==> config.mk <==
export PLATFORM = sky130hd
export DESIGN_NAME = gf_arith_unit
export DESIGN_NICKNAME = d
export VERILOG_FILES = /design/src/rtl/gf_pkg.sv /design/src/rtl/gf_mod_addsub.sv /design/src/rtl/gf_arith_unit.sv
export SDC_FILE = /design/constraint.sdc
export NUM_CORES = 2
export LEC_CHECK = 0
export ABC_AREA = 1
export ABC_CLOCK_PERIOD_IN_PS = 36900
export CAP_MARGIN = 20
export CORE_MARGIN = 2
export CORE_UTILIZATION = 49
export DETAILED_ROUTE_END_ITERATION = 8
export GPL_TIMING_DRIVEN = 0
export PLACE_DENSITY_LB_ADDON = 0.25
export REMOVE_ABC_BUFFERS = 1
export SLEW_MARGIN = 20
export SYNTH_ARGS = -nofsm -noshare
export SYNTH_HDL_FRONTEND = slang
export SYNTH_SLANG_ARGS = --single-unit
==> constraint.sdc <==
create_clock -name i_clk -period 36.9 [get_ports i_clk]
set_input_delay 11.07 -clock i_clk [delete_from_list [all_inputs] [get_ports i_clk]]
set_output_delay 11.07 -clock i_clk [all_outputs]
set_load 0.01 [all_outputs]
==> src/rtl/gf_pkg.sv <==
// gf_pkg: shared encodings for the GF(p) arithmetic unit.
//   gf_op_e    : operation_select encodings (add, sub, mult, div)
//   gf_state_e : control FSM states
package gf_pkg;

  typedef enum logic [1:0] {
    OP_ADD = 2'b00,
    OP_SUB = 2'b01,
    OP_MUL = 2'b10,
    OP_DIV = 2'b11
  } gf_op_e;

  typedef enum logic [1:0] {
    IDLE = 2'b00,
    MUL  = 2'b01,
    DIV  = 2'b10,
    DONE = 2'b11
  } gf_state_e;

endpackage

==> src/rtl/gf_mod_addsub.sv <==
// gf_mod_addsub: combinational modular helpers, all reduced mod p.
//   x, y : operands, assumed < p
//   p    : odd modulus
//   sum  : (x + y) mod p, computed with a WIDTH+1 bit intermediate
//   diff : (x - y) mod p, p added back on borrow
//   half : x / 2 mod p, i.e. x >> 1 for even x, (x + p) >> 1 for odd x
module gf_mod_addsub #(
  parameter int WIDTH = 32
) (
  input  logic [WIDTH-1:0] x,
  input  logic [WIDTH-1:0] y,
  input  logic [WIDTH-1:0] p,
  output logic [WIDTH-1:0] sum,
  output logic [WIDTH-1:0] diff,
  output logic [WIDTH-1:0] half
);

  logic [WIDTH:0]   s_raw;
  logic [WIDTH:0]   d_raw;
  logic             s_ge_p;
  logic [WIDTH-1:0] p_half_up;

  assign s_raw  = {1'b0, x} + {1'b0, y};
  assign s_ge_p = (s_raw >= {1'b0, p});
  // s - p < p, so the subtraction is exact in WIDTH bits.
  assign sum    = s_ge_p ? (s_raw[WIDTH-1:0] - p) : s_raw[WIDTH-1:0];

  assign d_raw  = {1'b0, x} - {1'b0, y};
  assign diff   = d_raw[WIDTH] ? (d_raw[WIDTH-1:0] + p) : d_raw[WIDTH-1:0];

  // For odd x and odd p: (x + p) >> 1 == (x >> 1) + (p >> 1) + 1, which
  // stays below p and so never needs the WIDTH+1 bit intermediate.
  assign p_half_up = (p >> 1) + WIDTH'(1);
  assign half      = (x >> 1) + (x[0] ? p_half_up : '0);

endmodule

==> src/rtl/gf_arith_unit.sv <==
// gf_arith_unit: GF(p) add / sub / mult / div with start-ready-done handshake.
//   i_clk, i_rst       : clock, asynchronous active-low reset
//   i_start            : op request, taken when o_ready = 1
//   operation_select   : 00 add, 01 sub, 10 mult, 11 div (sampled with i_start)
//   in_0, in_1, prime  : operands a, b and odd prime p (sampled with i_start)
//   o_ready            : high in IDLE and DONE
//   result             : last completed result, held until the next completion
//   o_done, done_*     : one-cycle completion pulse plus per-op identifier
//   o_err              : valid with o_done, 1 = division by zero (or step limit)
//
// state | meaning
// ------+--------------------------------------------------------------
// IDLE  | waiting for i_start
// MUL   | one multiplier bit per cycle, MSB first, WIDTH cycles
// DIV   | one binary extended-Euclid step per cycle until u==1 or v==1
// DONE  | result valid, o_done pulses; accepts a back-to-back i_start
module gf_arith_unit
  import gf_pkg::*;
#(
  parameter int WIDTH = 32
) (
  input  logic             i_clk,
  input  logic             i_rst,
  input  logic             i_start,
  input  logic [1:0]       operation_select,
  input  logic [WIDTH-1:0] in_0,
  input  logic [WIDTH-1:0] in_1,
  input  logic [WIDTH-1:0] prime,
  output logic             o_ready,
  output logic [WIDTH-1:0] result,
  output logic             o_done,
  output logic             done_add,
  output logic             done_sub,
  output logic             done_mult,
  output logic             done_div,
  output logic             o_err
);

  localparam int CNT_W = $clog2(2*WIDTH+2);

  gf_state_e        state, state_next;
  gf_op_e           op_q, op_in;
  logic             accept;

  logic [WIDTH-1:0] a_q, b_q, p_q, r_q;
  logic [WIDTH-1:0] u_q, v_q, x1_q, x2_q;
  logic [CNT_W-1:0] cnt_q;
  logic [WIDTH-1:0] result_q;
  logic             err_q;

  logic [WIDTH-1:0] ux, uy, up;
  logic [WIDTH-1:0] sum0, diff0, half0;
  logic [WIDTH-1:0] sum1, unused_diff1, unused_half1;
  logic [WIDTH-1:0] r_next;

  logic             u_ge_v, div_sel_x1;
  logic [WIDTH-1:0] u_n, v_n, x1_n, x2_n;
  logic             u_one, v_one;
  logic             cnt_zero;

  assign op_in    = gf_op_e'(operation_select);
  assign accept   = i_start && o_ready;
  assign cnt_zero = (cnt_q == '0);

  // Shared modular unit: raw inputs for add/sub, 2r for mult, and the
  // halve / subtract of the selected x register for div.
  assign u_ge_v     = (u_q >= v_q);
  assign div_sel_x1 = !u_q[0] || (v_q[0] && u_ge_v);

  always_comb begin
    ux = in_0;
    uy = in_1;
    up = prime;
    case (state)
      MUL: begin
        ux = r_q;
        uy = r_q;
        up = p_q;
      end
      DIV: begin
        ux = div_sel_x1 ? x1_q : x2_q;
        uy = div_sel_x1 ? x2_q : x1_q;
        up = p_q;
      end
      default: ;
    endcase
  end

  gf_mod_addsub #(.WIDTH(WIDTH)) u_addsub0 (
    .x    (ux),
    .y    (uy),
    .p    (up),
    .sum  (sum0),
    .diff (diff0),
    .half (half0)
  );

  // Second adder chains after the doubling so a mult bit takes one cycle.
  gf_mod_addsub #(.WIDTH(WIDTH)) u_addsub1 (
    .x    (sum0),
    .y    (a_q),
    .p    (p_q),
    .sum  (sum1),
    .diff (unused_diff1),
    .half (unused_half1)
  );

  // b is shifted left each iteration so its MSB is always the current bit.
  assign r_next = b_q[WIDTH-1] ? sum1 : sum0;

  always_comb begin
    u_n  = u_q;
    v_n  = v_q;
    x1_n = x1_q;
    x2_n = x2_q;
    if (!u_q[0]) begin
      u_n  = u_q >> 1;
      x1_n = half0;
    end else if (!v_q[0]) begin
      v_n  = v_q >> 1;
      x2_n = half0;
    end else if (u_ge_v) begin
      u_n  = u_q - v_q;
      x1_n = diff0;
    end else begin
      v_n  = v_q - u_q;
      x2_n = diff0;
    end
  end

  assign u_one = (u_n == WIDTH'(1));
  assign v_one = (v_n == WIDTH'(1));

  always_ff @(posedge i_clk or negedge i_rst) begin
    if (!i_rst) state <= IDLE;
    else        state <= state_next;
  end

  always_comb begin
    state_next = state;
    o_ready    = 1'b0;
    o_done     = 1'b0;
    done_add   = 1'b0;
    done_sub   = 1'b0;
    done_mult  = 1'b0;
    done_div   = 1'b0;
    case (state)
      IDLE, DONE: begin
        o_ready = 1'b1;
        if (state == DONE) begin
          o_done    = 1'b1;
          done_add  = (op_q == OP_ADD);
          done_sub  = (op_q == OP_SUB);
          done_mult = (op_q == OP_MUL);
          done_div  = (op_q == OP_DIV);
        end
        if (i_start) begin
          case (op_in)
            OP_MUL:  state_next = MUL;
            // b of 0 or 1 needs no Euclid steps.
            OP_DIV:  state_next = (in_1 == '0 || in_1 == WIDTH'(1)) ? DONE : DIV;
            default: state_next = DONE;
          endcase
        end else begin
          state_next = IDLE;
        end
      end
      MUL: if (cnt_zero) state_next = DONE;
      DIV: if (u_one || v_one || cnt_zero) state_next = DONE;
      default: state_next = IDLE;
    endcase
  end

  always_ff @(posedge i_clk or negedge i_rst) begin
    if (!i_rst) begin
      op_q     <= OP_ADD;
      a_q      <= '0;
      b_q      <= '0;
      p_q      <= '0;
      r_q      <= '0;
      u_q      <= '0;
      v_q      <= '0;
      x1_q     <= '0;
      x2_q     <= '0;
      cnt_q    <= '0;
      result_q <= '0;
      err_q    <= 1'b0;
    end else if (accept) begin
      op_q <= op_in;
      a_q  <= in_0;
      b_q  <= in_1;
      p_q  <= prime;
      r_q  <= '0;
      case (op_in)
        OP_ADD: begin
          result_q <= sum0;
          err_q    <= 1'b0;
        end
        OP_SUB: begin
          result_q <= diff0;
          err_q    <= 1'b0;
        end
        OP_MUL: cnt_q <= CNT_W'(WIDTH-1);
        default: begin
          u_q   <= in_1;
          v_q   <= prime;
          x1_q  <= in_0;
          x2_q  <= '0;
          cnt_q <= CNT_W'(2*WIDTH);
          if (in_1 == '0) begin
            result_q <= '0;
            err_q    <= 1'b1;
          end else if (in_1 == WIDTH'(1)) begin
            result_q <= in_0;
            err_q    <= 1'b0;
          end
        end
      endcase
    end else if (state == MUL) begin
      r_q   <= r_next;
      b_q   <= b_q << 1;
      cnt_q <= cnt_q - CNT_W'(1);
      if (cnt_zero) begin
        result_q <= r_next;
        err_q    <= 1'b0;
      end
    end else if (state == DIV) begin
      u_q   <= u_n;
      v_q   <= v_n;
      x1_q  <= x1_n;
      x2_q  <= x2_n;
      cnt_q <= cnt_q - CNT_W'(1);
      if (u_one) begin
        result_q <= x1_n;
        err_q    <= 1'b0;
      end else if (v_one) begin
        result_q <= x2_n;
        err_q    <= 1'b0;
      end else if (cnt_zero) begin
        // Step budget exhausted: only reachable with out-of-range operands.
        result_q <= '0;
        err_q    <= 1'b1;
      end
    end
  end

  assign result = result_q;
  assign o_err  = err_q;

endmodule

# --- After elaboration in Yosys (flattened, before gate mapping) ---
# Cells that the tools add are included.
totals:
  regBits: 300
  inputBits: 101
  out_inout_bits: 39
  elab_cells: 156
classes:
  add_sub_neg: 11
  n_lt_le_gt_ge: 3
  eq_ne: 22
  n_mux: 83
  reduce_logical: 24
ops:
  columns: ["operator", "count"]
  rows:
  - ["$mux 32", 49]
  - ["$pmux 32 s2", 2]
  - ["$sub 32x32->32", 4]
  - ["$eq 32x1->1 const B", 3]
  - ["$pmux 32 s3", 1]
  - ["$add 32x32->33", 2]
  - ["$ge 33x32->1", 2]
  - ["$sub 32x32->33", 1]
  - ["$add 31x1->32 const B", 1]
  - ["$add 31x32->32", 1]
  - ["$add 32x32->32", 1]
  - ["$ge 32x32->1", 1]
  - ["$logic_not 32->1", 1]
  - ["$mux 1", 21]
  - ["$mux 7", 3]
  - ["$pmux 7 s2", 1]
  - ["$eq 2x2->1 const B", 6]
  - ["$ne 2x2->1 const B", 6]
  - ["$reduce_and 5->1", 2]
  - ["$logic_not 7->1", 1]
  - ["$sub 7x1->7 const B", 1]
  - ["$eq 2x1->1 const B", 3]
  - ["$logic_not 2->1", 3]
  - ["$mux 2", 3]
  - ["16 further kinds", 24]

# --- Logic depth before layout (Yosys ltp) ---
depth:
  depth_word: 16
  depth_mapped: 82
  depth_no_buf: 74

# --- Modules after synthesis ---
# A second synthesis with hierarchy kept.
unflattened:
  cells_unflattened: 8965
  hier_area_um2: 50038.0
modules_own_cells:
  columns: ["module", "instances", "cells_each", "area_each_um2", "seq_area_each_um2"]
  rows:
  - ["gf_arith_unit", 1, 3973, 24803.8, 7507.2]
  - ["gf_mod_addsub (u_addsub0)", 1, 2599, 12914.9, 0.0]
  - ["gf_mod_addsub (u_addsub1)", 1, 2393, 12319.3, 0.0]

# --- Worst setup path after synthesis ---
# OpenSTA, ideal clock, no wires.
synth_path:
  path_type: "in2reg"
  start: "input port in_0[0]"
  end: "register result_q[3], in the netlist result[3]"
  setup_ns: 0.116
  t_arrival_ns: 19.552
  required_time_ns: 36.784
  path_slack_ns: 17.232
  stages: 53
  n_path_buf: 3
  path_cell_list: "inv_1 nand2_1 nand2_1 inv_1 ha_1 fa_1 nand3_1 nand2_1 a21boi_0 o21ai_0 inv_1 o21ai_0 a21oi_1 o21bai_1 xor2_1 ha_1 nand2_1 nor2_1 (+17 left out) xnor2_1 ha_1 a21oi_1 inv_1 a31oi_1 o21bai_1 a221oi_1 nand2_1 nand2_1 nand2_1 inv_1 clkbuf_1 clkbuf_1 o211ai_1 o211ai_1 nand3_1 nand2_1 nand2_1"
synth_between:
  elab_chain_len: 12
  elab_cells_between_ends: 28
  cone_classes: "add/sub (7); order compare (2); mux (19)"
synth_lines:
  columns: ["item", "line_no", "text"]
  rows:
  - ["start, declared", "gf_arith_unit.sv:26", "input logic [WIDTH-1:0] in_0,"]
  - ["$pmux 32 s2 (*)", "gf_arith_unit.sv:74", "case (state)"]
  - ["branches (longest 10 deep; another with $add 32x32->33)", null, null]
  - ["$mux 32 (*)", "gf_arith_unit.sv:188", "end else if (accept) begin"]
  - ["end signal, assigned", "gf_arith_unit.sv:224", "result_q <= r_next;"]
  - ["end signal, assigned", "gf_arith_unit.sv:234", "result_q <= x1_n;"]
  - ["end signal, assigned", "gf_arith_unit.sv:237", "result_q <= x2_n;"]
  - ["end, declared", "gf_arith_unit.sv:48", "logic [WIDTH-1:0] result_q;"]
# Every way passes the cells marked *. The select of a mux whose other input is x is not followed.
# A chain may end at the register's enable or synchronous reset.

# --- Final worst setup path ---
layout_path:
  start: "input port in_0[0]"
  end: "register result_q[10], in the netlist result[10]"
# The elaborated chain is that of the path after synthesis.

==> impl_metrics.ini <==
[cts]
cts_sinks = 300
insertion_delay_ns = 0.61
cts-htree-levels = 2
cts_buffers = 40
cts_tree = yes
cts_setup_buffers = 0
clockRootBuffer = clkbuf_16
cts_hold_buf = 0
path_clk_slew_ns = 0.06
clockBufferDepth = 3
postCtsResizedCells = 0

[synth]
synthArstFlopShare = 1.00
ys_ff_latch = 300
synth-main-ff-cell = dfrtp_1
mappedNetlistArea_um2 = 37900
synthCells = 6318
syn_area_per_cell_um2 = 6.00
synth.distinct_cells = 56
ys_warn_count = 0
ys_seq_area_frac = 0.198
synth_edf_count = 0

[sta]
hold_viol = 0
tightestPinTransition_ns = 1.26
setup_tns_ns = 0
fin_skew_ns = 0.0354
fmax_ghz = 0.0395
fin_crit_ns = 25.31
finalCritPeriodShare = 0.686
grt_setup_unrepaired = no
maxSlewViolCount = 0
setup_viol = 0
slew_headroom = 0.150

[cells_and_area]
areaGrowthSynthToFinish_pct = 11.1
fin_util = 0.547
fillers = 7995
drive_gt1_frac = 0.0322
nNetsFinal = 6685

[global_routing]
grt_use_met1 = 0.538
grt_max_degree = 123
grt_pass1_wl_mm = 266
top_usage_layer = met2
use_met3 = 0.128
use_met2 = 0.709
grt_util_all_layers = 0.452
grt_pass1_vias = 42400
antenna_found_initial = 5
grt_remaining_overflow = 0

[critical_path]
worstPathMaxFanout = 49
slowest_stage = nor4_1
worstReg2RegStart = u_q[0]$_DFFE_PN0P_
startpoint = in_0[0]
cp.arrival_ns = 25.78
setup.worst_path.class = in2reg
cpMostUsedCell = nand2_1
cp-end-kind = flop
cpPeakStageDelay_ns = 1.00
critPathRequiredTime_ns = 37.37
critPathLaunchType = input pin

[run]
maxCapViolations = 0

[drt]
wl_per_cell_um = 25.0
drt_wl_total_mm = 184
ant_nets = 0
via_per_inst = 6.10
drtIter0Drc = 5546
dr.pass1.iters = 7
drcViolationCount = 0
vias = 44900

[place]
dp_hpwl_mm = 146
port-buffer-count = 139
gp_congestion = 1.09

[floorplan]
start_util = 0.492
rows = 102
fp.dieH_um = 282
die_x_um = 282
core_area_um2 = 77100
pin_count = 140
die_area_um2 = 79600

[hold_path]
hp-start = result[8]$_DFFE_PN0P_
min_path_type = reg2reg

[status]
status = completed
-- placed cells by master, fill, tap and decap left out, drive strengths merged, types with 71 or more instances in the layout --
| cell | Yosys | layout |
|---|---|---|
| nor2 | 485 | 485 |
| o21ai | 392 | 392 |
| ha | 292 | 292 |
| xnor2 | 71 | 71 |
| nor3 | 81 | 81 |
| nand4 | 78 | 78 |
| nand2 | 2031 | 2031 |
| a21oi | 449 | 449 |
| clkdlybuf4s50 | 0 | 138 |
| dfrtp | 300 | 300 |
| xor2 | 142 | 142 |
| o221ai | 80 | 80 |
| nand3 | 400 | 400 |
| inv | 780 | 785 |
| o211ai | 173 | 173 |
-- routing by layer --
layer | wire, um | share of wire
met5 | 39 | 0.00021
met4 | 15000 | 0.082
met1 | 68100 | 0.37
met3 | 21200 | 0.12
met2 | 79400 | 0.43
-- critical path: cells and delay by family --
kind | cells | cell delay, ns
compound gates | 12 | 4.63
xor+xnor | 1 | 0.38
fa+ha+maj | 5 | 1.50
buf+inv | 6 | 1.72
simple gates | 26 | 6.41
-- state kept, by name (all words and copies together) (netlist names) --
register,flops
state,2
u_q,32
cnt_q,7
b_q,32
result,32
o_err,1
p_q,32
op_q,2
a_q,32
x1_q,32
v_q,32
x2_q,32
r_q,32
-- logic make-up after synthesis --
| logic type | synth area share |
|---|---|
| compound gates | 0.205 |
| fa+ha+maj | 0.101 |
| simple gates | 0.341 |
| flops | 0.198 |
| buf+inv | 0.106 |
| xor+xnor | 0.0492 |
-- metrics by stage --
step	hold slack, ns	setup slack, ns	instance area [um^2]	cells
6_report	0.479	11.59	42100	7356
5_1_grt	0.498	11.22	42100	7355
4_1_cts	0.480	11.70	42100	7353
3_5_place_dp	0.465	11.11	40700	7280
3_3_place_gp	0.460	2.61	39600	7241
2_1_floorplan	0.449	14.82	36900	6062
-- cell usage after synthesis (2+ instances only) --
library cell	number	area, um^2
and2_1	4	25.0
xor2_1	142	1240
o21ai_0	385	1930
inv_2	12	45.0
xnor2_1	71	622
nand3b_1	15	113
a22oi_1	36	270
nand4_1	77	482
a21boi_0	16	120
buf_1	24	90.1
o21bai_1	33	248
o31ai_1	2	15.0
buf_4	3	22.5
o221ai_1	80	701
a221oi_1	8	70.1
buf_6	6	67.6
a21o_1	36	270
clkbuf_1	189	709
nand3_1	398	1990
o21ai_1	7	35.0
a21oi_1	449	2250
a22o_1	2	17.5
dfrtp_1	300	7510
nor2_2	8	50.1
clkinv_1	8	30.0
ha_1	292	3650
o22ai_1	9	56.3
fa_1	9	180
o21a_1	33	248
nand3_2	2	20.0
nand2_2	4	25.0
a31oi_1	23	144
a211oi_1	3	22.5
inv_1	768	2880
nor4_1	27	169
o211ai_1	173	1300
nor2_1	476	1790
nand2_1	2027	7610
or2_2	30	188
nor3_1	80	400
a2111oi_0	2	17.5
buf_2	34	170
or2_1	2	12.5
-- path summary, 6_finish.rpt --
path / slack [ns] / endpoint / cells after the start
max: 11.59 / result[10]$_DFFE_PN0P_ / 50
min: 0.48 / result[8]$_DFFE_PN0P_ / 2
min reg2reg: 0.48 / result[8]$_DFFE_PN0P_ / 2
max reg2reg: 17.26 / result[10]$_DFFE_PN0P_ / 66
max in group asynchronous: 25.07 / x2_q[7]$_DFFE_PN0P_ / 3
min in group asynchronous: 10.45 / b_q[24]$_DFFE_PN0P_ / 1
-- area by class of cell --
class	count	area, um^2	share of cell area
timing repair buffer	179	2330	0.0552
clock buffer	44	1050	0.0248
sequential	300	7520	0.178
clock inverter	29	398	0.00944
inverter	788	2990	0.0709
multi-input combinational	4974	26600	0.630
antenna	2	5.00	0.000119
tap	1040	1300	0.0309
Power is left out: the tool's default activity adds up to more than one toggle a clock period on the data nets, which glitch-free logic cannot reach.
